$ cat src/rtl/disp_pkg.sv
// Shared codes for the stopwatch/calculator display controller: digit and key
// codes, the mode and counter-command enums, and a constant power-of-ten helper.
package disp_pkg;

  localparam logic [3:0] DIG_MINUS  = 4'd10;
  localparam logic [3:0] DIG_BLANK  = 4'd11;

  localparam logic [3:0] KEY_CLEAR  = 4'd10;
  localparam logic [3:0] KEY_START  = 4'd11;
  localparam logic [3:0] KEY_STOP   = 4'd12;
  localparam logic [3:0] KEY_SW_LAP = 4'd13;
  localparam logic [3:0] KEY_CALC_A = 4'd14;
  localparam logic [3:0] KEY_CALC_B = 4'd15;

  typedef enum logic {
    MODE_CALC = 1'b0,
    MODE_SW   = 1'b1
  } mode_t;

  typedef enum logic [1:0] {
    SW_HOLD  = 2'b00,
    SW_RUN   = 2'b01,
    SW_CLEAR = 2'b10
  } sw_ctrl_t;

  function automatic logic [63:0] pow10(input int n);
    logic [63:0] r;
    r = 64'd1;
    for (int i = 0; i < n; i++) r = r * 64'd10;
    return r;
  endfunction

endpackage

$ cat src/rtl/bin2bcd_seq.sv
// Sequential double-dabble converter: one load cycle, then WIDTH shift cycles;
// done pulses after the last shift with the BCD result held stable.
module bin2bcd_seq #(
  parameter int WIDTH  = 32,
  parameter int DIGITS = 4
) (
  input  logic                  clk,
  input  logic                  rst_n,
  input  logic                  start,
  input  logic                  abort,
  input  logic [WIDTH-1:0]      bin_in,
  output logic                  busy,
  output logic                  done,
  output logic                  ovf,
  output logic [DIGITS*4-1:0]   bcd
);

  localparam int CW = $clog2(WIDTH + 1);

  logic [WIDTH-1:0]    bin_q, bin_d;
  logic [DIGITS*4-1:0] bcd_q, bcd_d, bcd_adj;
  logic [CW-1:0]       cnt_q, cnt_d;
  logic                busy_q, busy_d;
  logic                done_q, done_d;
  logic                ovf_q, ovf_d;

  for (genvar gi = 0; gi < DIGITS; gi++) begin : g_adj
    assign bcd_adj[gi*4 +: 4] = (bcd_q[gi*4 +: 4] >= 4'd5) ? bcd_q[gi*4 +: 4] + 4'd3
                                                           : bcd_q[gi*4 +: 4];
  end

  always_comb begin
    bin_d  = bin_q;
    bcd_d  = bcd_q;
    cnt_d  = cnt_q;
    busy_d = busy_q;
    done_d = 1'b0;
    ovf_d  = ovf_q;
    if (abort) begin
      busy_d = 1'b0;
    end else if (busy_q) begin
      // A bit carried out of the top digit means the value needs more digits.
      ovf_d = ovf_q | bcd_adj[DIGITS*4-1];
      bcd_d = {bcd_adj[DIGITS*4-2:0], bin_q[WIDTH-1]};
      bin_d = {bin_q[WIDTH-2:0], 1'b0};
      cnt_d = cnt_q + CW'(1);
      if (cnt_q == CW'(WIDTH - 1)) begin
        busy_d = 1'b0;
        done_d = 1'b1;
      end
    end else if (start) begin
      bin_d  = bin_in;
      bcd_d  = '0;
      cnt_d  = '0;
      busy_d = 1'b1;
      ovf_d  = 1'b0;
    end
  end

  always_ff @(posedge clk or negedge rst_n) begin
    if (!rst_n) begin
      bin_q  <= '0;
      bcd_q  <= '0;
      cnt_q  <= '0;
      busy_q <= 1'b0;
      done_q <= 1'b0;
      ovf_q  <= 1'b0;
    end else begin
      bin_q  <= bin_d;
      bcd_q  <= bcd_d;
      cnt_q  <= cnt_d;
      busy_q <= busy_d;
      done_q <= done_d;
      ovf_q  <= ovf_d;
    end
  end

  assign busy = busy_q;
  assign done = done_q;
  assign ovf  = ovf_q;
  assign bcd  = bcd_q;

endmodule

$ cat src/rtl/stopwatch_calc_ctrl.sv
// Keypad-driven mode/stopwatch controller with a continuously refreshed
// seven-segment digit display fed by a sequential binary-to-BCD converter.
module stopwatch_calc_ctrl
  import disp_pkg::*;
#(
  parameter int DIGITS = 4,
  parameter int WIDTH  = 32,
  parameter int LZB    = 1
) (
  input  logic                 clk,
  input  logic                 rst_n,
  input  logic                 key_valid,
  input  logic [3:0]           key_code,
  input  logic [WIDTH-1:0]     sw_count,
  input  logic [WIDTH-1:0]     calc_result,
  input  logic                 calc_neg,
  output logic [1:0]           sw_ctrl,
  output logic                 mode,
  output logic                 lap,
  output logic [DIGITS*4-1:0]  digits,
  output logic                 busy,
  output logic                 upd
);

  localparam logic [WIDTH-1:0] MAX_POS = WIDTH'(pow10(DIGITS) - 64'd1);
  localparam logic [WIDTH-1:0] MAX_NEG = WIDTH'(pow10(DIGITS - 1) - 64'd1);
  localparam logic [DIGITS*4-1:0] ALL_BLANK = {DIGITS{DIG_BLANK}};
  localparam logic [DIGITS*4-1:0] ALL_MINUS = {DIGITS{DIG_MINUS}};

  mode_t               mode_q, mode_d;
  sw_ctrl_t            sw_ctrl_q, sw_ctrl_d;
  logic                lap_q, lap_d;
  logic [WIDTH-1:0]    lap_reg_q, lap_reg_d;
  logic                neg_q, neg_d;
  logic                big_q, big_d;
  logic [DIGITS*4-1:0] digits_q, digits_d;
  logic                upd_q, upd_d;

  logic                conv_busy, conv_done, conv_ovf, start, abort;
  logic [DIGITS*4-1:0] conv_bcd, fmt;
  logic [WIDTH-1:0]    src_mag;
  logic                src_neg, seen;

  // Key handling and mode FSM.
  always_comb begin
    mode_d    = mode_q;
    sw_ctrl_d = (sw_ctrl_q == SW_CLEAR) ? SW_HOLD : sw_ctrl_q;
    lap_d     = lap_q;
    lap_reg_d = lap_reg_q;
    if (key_valid) begin
      case (mode_q)
        MODE_CALC: begin
          if (key_code == KEY_SW_LAP) mode_d = MODE_SW;
        end
        MODE_SW: begin
          if (key_code == KEY_CALC_A || key_code == KEY_CALC_B) begin
            mode_d    = MODE_CALC;
            sw_ctrl_d = SW_HOLD;
            lap_d     = 1'b0;
          end else if (key_code == KEY_START) begin
            sw_ctrl_d = SW_RUN;
          end else if (key_code == KEY_STOP) begin
            sw_ctrl_d = SW_HOLD;
          end else if (key_code == KEY_CLEAR) begin
            sw_ctrl_d = SW_CLEAR;
            lap_d     = 1'b0;
          end else if (key_code == KEY_SW_LAP) begin
            lap_d = ~lap_q;
            if (!lap_q) lap_reg_d = sw_count;
          end
        end
        default: mode_d = MODE_CALC;
      endcase
    end
  end

  // The source is taken from current state, so a key landing on the load
  // cycle only affects the next sample.
  always_comb begin
    src_mag = calc_result;
    src_neg = calc_neg;
    if (mode_q == MODE_SW) begin
      src_mag = lap_q ? lap_reg_q : sw_count;
      src_neg = 1'b0;
    end
  end

  assign start = ~conv_busy;
  assign abort = conv_busy & (mode_d != mode_q);

  bin2bcd_seq #(
    .WIDTH  (WIDTH),
    .DIGITS (DIGITS)
  ) u_conv (
    .clk    (clk),
    .rst_n  (rst_n),
    .start  (start),
    .abort  (abort),
    .bin_in (src_mag),
    .busy   (conv_busy),
    .done   (conv_done),
    .ovf    (conv_ovf),
    .bcd    (conv_bcd)
  );

  // Sign, overflow and leading-zero blanking of the finished conversion.
  always_comb begin
    fmt  = conv_bcd;
    seen = 1'b0;
    if (big_q || conv_ovf) begin
      fmt = ALL_MINUS;
    end else begin
      if (neg_q) fmt[(DIGITS-1)*4 +: 4] = DIG_MINUS;
      for (int i = DIGITS - 1; i >= 1; i--) begin
        if (!(neg_q && i == DIGITS - 1)) begin
          if (conv_bcd[i*4 +: 4] != 4'd0) seen = 1'b1;
          else if (LZB != 0 && !seen) fmt[i*4 +: 4] = DIG_BLANK;
        end
      end
    end
  end

  always_comb begin
    neg_d    = neg_q;
    big_d    = big_q;
    digits_d = digits_q;
    upd_d    = 1'b0;
    if (start) begin
      neg_d = src_neg;
      big_d = src_neg ? (src_mag > MAX_NEG) : (src_mag > MAX_POS);
    end
    if (abort) begin
      digits_d = ALL_BLANK;
    end else if (conv_done) begin
      digits_d = fmt;
      upd_d    = 1'b1;
    end
  end

  always_ff @(posedge clk or negedge rst_n) begin
    if (!rst_n) begin
      mode_q    <= MODE_CALC;
      sw_ctrl_q <= SW_HOLD;
      lap_q     <= 1'b0;
      lap_reg_q <= '0;
      neg_q     <= 1'b0;
      big_q     <= 1'b0;
      digits_q  <= ALL_BLANK;
      upd_q     <= 1'b0;
    end else begin
      mode_q    <= mode_d;
      sw_ctrl_q <= sw_ctrl_d;
      lap_q     <= lap_d;
      lap_reg_q <= lap_reg_d;
      neg_q     <= neg_d;
      big_q     <= big_d;
      digits_q  <= digits_d;
      upd_q     <= upd_d;
    end
  end

  assign sw_ctrl = sw_ctrl_q;
  assign mode    = mode_q;
  assign lap     = lap_q;
  assign digits  = digits_q;
  assign busy    = conv_busy;
  assign upd     = upd_q;

endmodule

$ cat config.mk
export PLATFORM = sky130hd
export DESIGN_NAME = stopwatch_calc_ctrl
export DESIGN_NICKNAME = d
export VERILOG_FILES = /design/src/rtl/disp_pkg.sv /design/src/rtl/bin2bcd_seq.sv /design/src/rtl/stopwatch_calc_ctrl.sv
export SDC_FILE = /design/constraint.sdc
export NUM_CORES = 1
export LEC_CHECK = 0
export ABC_CLOCK_PERIOD_IN_PS = 1700
export CAP_MARGIN = 30
export CORE_ASPECT_RATIO = 1.25
export CORE_UTILIZATION = 40
export CTS_BUF_LIST = sky130_fd_sc_hd__clkbuf_8 sky130_fd_sc_hd__clkbuf_16
export CTS_CLUSTER_DIAMETER = 40
export CTS_CLUSTER_SIZE = 16
export DETAILED_ROUTE_END_ITERATION = 6
export SYNTH_ARGS = -nofsm -noshare
export SYNTH_HDL_FRONTEND = slang
export SYNTH_SLANG_ARGS = --single-unit
$ cat constraint.sdc
create_clock -name clk -period 1.7 [get_ports clk]
set_clock_uncertainty 0.05 [all_clocks]
set_input_delay 0.425 -clock clk [delete_from_list [all_inputs] [get_ports clk]]
set_output_delay 0.425 -clock clk [all_outputs]
set_load 0.01 [all_outputs]
# After elaboration in Yosys (flattened, before gate mapping)
# Cells that the tools add are included.
# word_totals
regBits	112
latchBits	0
mem_bits_rw	0
romBits	0
input_bits	72
output_inout_bits	22
wordCells	105
n_memories	0
# op_classes
n_addsub	5
mul	0
div	0
magnitude_cmp	6
eq_ne	11
shift	0
mux	52
bitwise_logic	8
reduce_logical	9
# op_table
cell	n
32-bit 2-to-1 mux	3
16-bit 2-to-1 mux	3
4-bit 2-to-1 mux	12
32-bit by 10-bit > comparator with 1-bit output, second input constant	1
32-bit by 14-bit > comparator with 1-bit output, second input constant	1
4-bit equality test, second input constant	6
1-bit 2-to-1 mux	24
4-bit by 2-bit adder with 4-bit output, second input constant	4
4-bit by 3-bit >= comparator with 1-bit output, second input constant	4
2-bit 2-to-1 mux	7
12-bit 2-to-1 mux	1
4-bit nonzero test	3
7-bit AND reduction	1
6-bit by 1-bit adder with 6-bit output, second input constant	1
6-bit by 5-bit equality test with 1-bit output, second input constant	1
6-bit 2-to-1 mux	1
1-bit NOT	6
5-bit AND reduction	1
2-bit inequality test, second input constant	2
3-bit nonzero test	1
2-bit equality test, second input constant	1
1-bit logical OR	2
1-bit case mux with 2 select lines	1
2-bit nonzero test	1
3 further kinds	3

# Longest topological paths before layout
# depth
ltp_word	11
mapped_depth	10
depth_no_buf	8

# By module
# A second synthesis with hierarchy kept.
# hier_totals
cells_unflattened	587
hier_area_um2	5945.7
# modules_own_cells
mod	n_inst	cells_per_inst	area_per_inst_um2	seq_area_each_um2
bin2bcd_seq	1	298	2977.9	1426.4
stopwatch_calc_ctrl	1	289	2967.8	1391.3

# Worst setup path after synthesis
# No wires, ideal clock.
# synth_path
kind	reg2reg
start	reg lap_q (netlist: lap)
end	reg big_q
setup_time_ns	0.145
t_arrival_ns	1.710
required_time_ns	1.505
slack_ns	-0.204
path_stages_with_launch	8
path_buffers	2
synth_period_minus_slack_ns	1.904
cell_sequence	dfrtp_1 -> buf_6 -> buf_6 -> mux2i_1 -> a21oi_1 -> or4_1 -> nor4_1 -> a41oi_1
# synth_via
elab_chain_cells	4
word_cells_on_any_way	5
cone_classes	order compare: 2; mux: 3
# synth_lines
item	line	rtl
from (decl)	stopwatch_calc_ctrl.sv:32	logic lap_q, lap_d;
from (signal assigned)	stopwatch_calc_ctrl.sv:153	lap_q <= lap_d;
32-bit 2-to-1 mux *	--	
32-bit 2-to-1 mux *	stopwatch_calc_ctrl.sv:82	if (mode_q == MODE_SW) begin
32-bit by 14-bit > comparator with 1-bit output / 32-bit by 10-bit > comparator with 1-bit output (equally long branches)	stopwatch_calc_ctrl.sv:130	big_d = src_neg ? (src_mag > MAX_NEG) : (src_mag > MAX_POS);
1-bit 2-to-1 mux *	stopwatch_calc_ctrl.sv:130	
to (signal assigned)	stopwatch_calc_ctrl.sv:156	big_q <= big_d;
to (decl)	stopwatch_calc_ctrl.sv:35	logic big_q, big_d;
# Every way passes the cells marked *; elsewhere a longest branch is shown, timed or not.
# A chain may end at the register's enable or synchronous reset.

# Worst setup path after layout
# Ends and elaborated chain as after synthesis.

==> flow_summary.json <==
{
  "nNetsFinal": 899,
  "place_congestion": 0.825,
  "worst_slew_pin_slew_ns": 0.403,
  "reg2reg_to": "big_q",
  "crit_fanout": 6,
  "wirelength_um": 16700,
  "cts.sinks": 112,
  "syn-num-nets": 711,
  "core_area_um2": 14400,
  "fin_cells": 999,
  "violations": "setup timing",
  "start_util_pct": 40.9,
  "num-fill-cells": 1163,
  "ios": 94,
  "drc": 0,
  "die-area_um2": 15200,
  "die_x_um": 111,
  "antenna_cells": 0,
  "drv_slew": 0,
  "yosys_warnings": 0,
  "hp-start": "u_conv.ovf",
  "drv_cap": 0,
  "avgSynthCellArea_um2": 9.38,
  "cts_tree": "built",
  "min_period_ns": 2.00,
  "cts_buffer_depth": 2,
  "clkTransAtPathRegs_ns": 0.07,
  "grt_first_pass_wirelength_um": 25900,
  "ys_types": 51,
  "routedWlPerCell_um": 16.7,
  "drt_iter0_drc": 303,
  "area_growth_pct": 55.2,
  "root_buffer": "clkbuf_16",
  "cts_inserted_buffers": 9,
  "r2r_setup_slack_ns": -0.30,
  "p_leak_uw": 0.00432,
  "pwr_density_cell_nw_per_um2": 1250,
  "cp-end-kind": "flop",
  "min_path_type": "reg2reg",
  "status": "finished, violations left",
  "post-place-cells": 943,
  "async_reset_ff_share_pct": 100,
  "ys.flop_type": "dfrtp_1",
  "rows": 49,
  "fp.dieH_um": 138,
  "synth_seq_area_share_pct": 47.9,
  "p_total_uw": 11400,
  "max_slew_margin_pct": 73.2,
  "cp-start-kind": "flop",
  "synth-edff-count": 0,
  "drtAntennaViolNets": 0,
  "min_path_cells": 1,
  "finalInstanceArea_um2": 9140,
  "crit_type": "reg2reg",
  "clk_latency_ns": 0.36,
  "r2r-start": "lap",
  "syn_inst": 628,
  "grt_max_degree": 42,
  "vias": 5265,
  "placed_area_um2": 7590,
  "critPathRequiredTime_ns": 1.88,
  "critPathArrivalTime_ns": 2.18,
  "dpl.hpwl_um": 10500,
  "overflow": 0,
  "max_freq_mhz": 499,
  "drive_above_1_share_pct": 37.1,
  "irDropWorstVdd_v": 0.000585,
  "cts.htree.levels": 3,
  "grt.total_usage_pct": 21.4,
  "min_to": "u_conv.ovf",
  "grt_setup_unrepaired": "true",
  "final-hold-violation-count": 0,
  "ys_ff_latch": 112,
  "drt-pass1-iter-count": 4,
  "setup_viol": 107,
  "viasPerCell": 5.27,
  "grt_pass1_vias": 5341,
  "syn_area_um2": 5890,
  "antenna_found_initial": 0,
  "portBuffers": 93,
  "fin_ws_ns": -0.305,
  "period_share_pct": 118,
  "r2r_cells": 6
}
cell usage after synthesis, types with 12 or more instances:
| library cell | n | share of area, % |
|---|---|---|
| inv_1 | 15 | 0.96 |
| dfrtp_1 | 100 | 42 |
| nor2_1 | 56 | 3.6 |
| a21oi_1 | 32 | 2.7 |
| and2_1 | 13 | 1.4 |
| o21ai_0 | 48 | 4.1 |
| nand2_1 | 121 | 7.7 |
| clkbuf_1 | 16 | 1.0 |
| buf_2 | 16 | 1.4 |
| mux2i_1 | 32 | 5.4 |
| dfstp_2 | 12 | 5.4 |
| a31oi_1 | 22 | 2.3 |
| mux2_2 | 32 | 6.1 |
cell type report:
type                            instances  area [um2]  area share [%]
Clock buffer                           10         239            2.62
Clock inverter                          6        68.8           0.753
Inverter                               15        56.3           0.616
Multi-Input combinational cell        463        3480            38.1
Sequential cell                       112        2820            30.9
Tap cell                              178         223            2.44
Timing Repair Buffer                  215        2250            24.6
layer usage:
layer	vias up	routed length [um]	GRT usage, %
met2	110	8910	39.5
met5	-	0	0
li1	2548	-	-
met1	2584	6960	25.6
met4	0	361	8.15
met3	23	439	2.11
stage by stage:
stage / utilization, % / TNS, ns / hold WS (ns) / setup slack [ns]
6_report: 63.4 / -12.96 / 0.455 / -0.305
5_1_grt: 63.4 / -18.40 / 0.468 / -0.386
4_1_cts: 60.0 / -10.72 / 0.454 / -0.257
3_5_place_dp: 52.7 / -48.53 / 0.343 / -0.532
3_3_place_gp: 52.7 / -43.75 / 0.332 / -0.478
2_1_floorplan: - / -3.08 / 0.0794 / -0.116
cell families after synthesis:
logic type      after synthesis  synth area share (%)
buf+inv                      54                  4.55
mux                          65                  11.8
simple gates                236                  17.5
xor+xnor                      9                  1.34
flops                       112                  47.9
compound gates              141                  14.7
fa+ha+maj                    11                  2.34
registers in the layout, summed over array words and instances, names as in the netlist, 2 cells and up:
signal	flops
u_conv.cnt_q	6
lap_reg_q	32
digits	16
sw_ctrl	2
u_conv.bin_q	32
u_conv.bcd	16
how the worst max path moves through the flow:
stage                           start          endpoint  depth (start not counted)
after global routing              lap             big_q                          6
after global placement    key_code[1]         digits[2]                          6
after floorplan                   lap             big_q                          9
after CTS                         lap             big_q                          7
final                             lap             big_q                          6
after detailed placement  key_code[1]  u_conv.bin_q[19]                          8
timing repair:
| action | in CTS | in global routing |
|---|---|---|
| setup endpoints to repair | 128 | 109 |
| cloned | 11 | 3 |
| setup buffers | 20 | 15 |
| resized for setup | 150 | 130 |
| hold endpoints to repair | 21 | 0 |
| hold buffers | 1 | 0 |
| pin swaps | 57 | 64 |
critical path: stages (launching register included):
cell     delay, ns
dfrtp_2       0.48
buf_4         0.19
mux2i_1       0.25
a21oi_2       0.09
or4_1         0.52
nor4_2        0.15
a41oi_1       0.14
layout by cell type (no fill, tap or decap), types with 24 or more instances in the layout:
cell | synthesis | final
nand2_2 | 0 | 44
mux2i_1 | 32 | 32
nor2_1 | 56 | 52
nand2_1 | 121 | 58
a21oi_1 | 32 | 27
mux2_4 | 0 | 29
buf_4 | 1 | 70
o21ai_1 | 0 | 24
buf_6 | 4 | 30
clkdlybuf4s50_1 | 0 | 69
dfrtp_1 | 100 | 97
report_power, final:
group	leakage, uW	internal [uW]	total (uW)	switching (uW)
combinational	0.00278	2630	4840	2210
sequential	0.00141	3520	4340	825
clock	0.000137	1190	2210	1030
(Power assumes the default switching activity.)
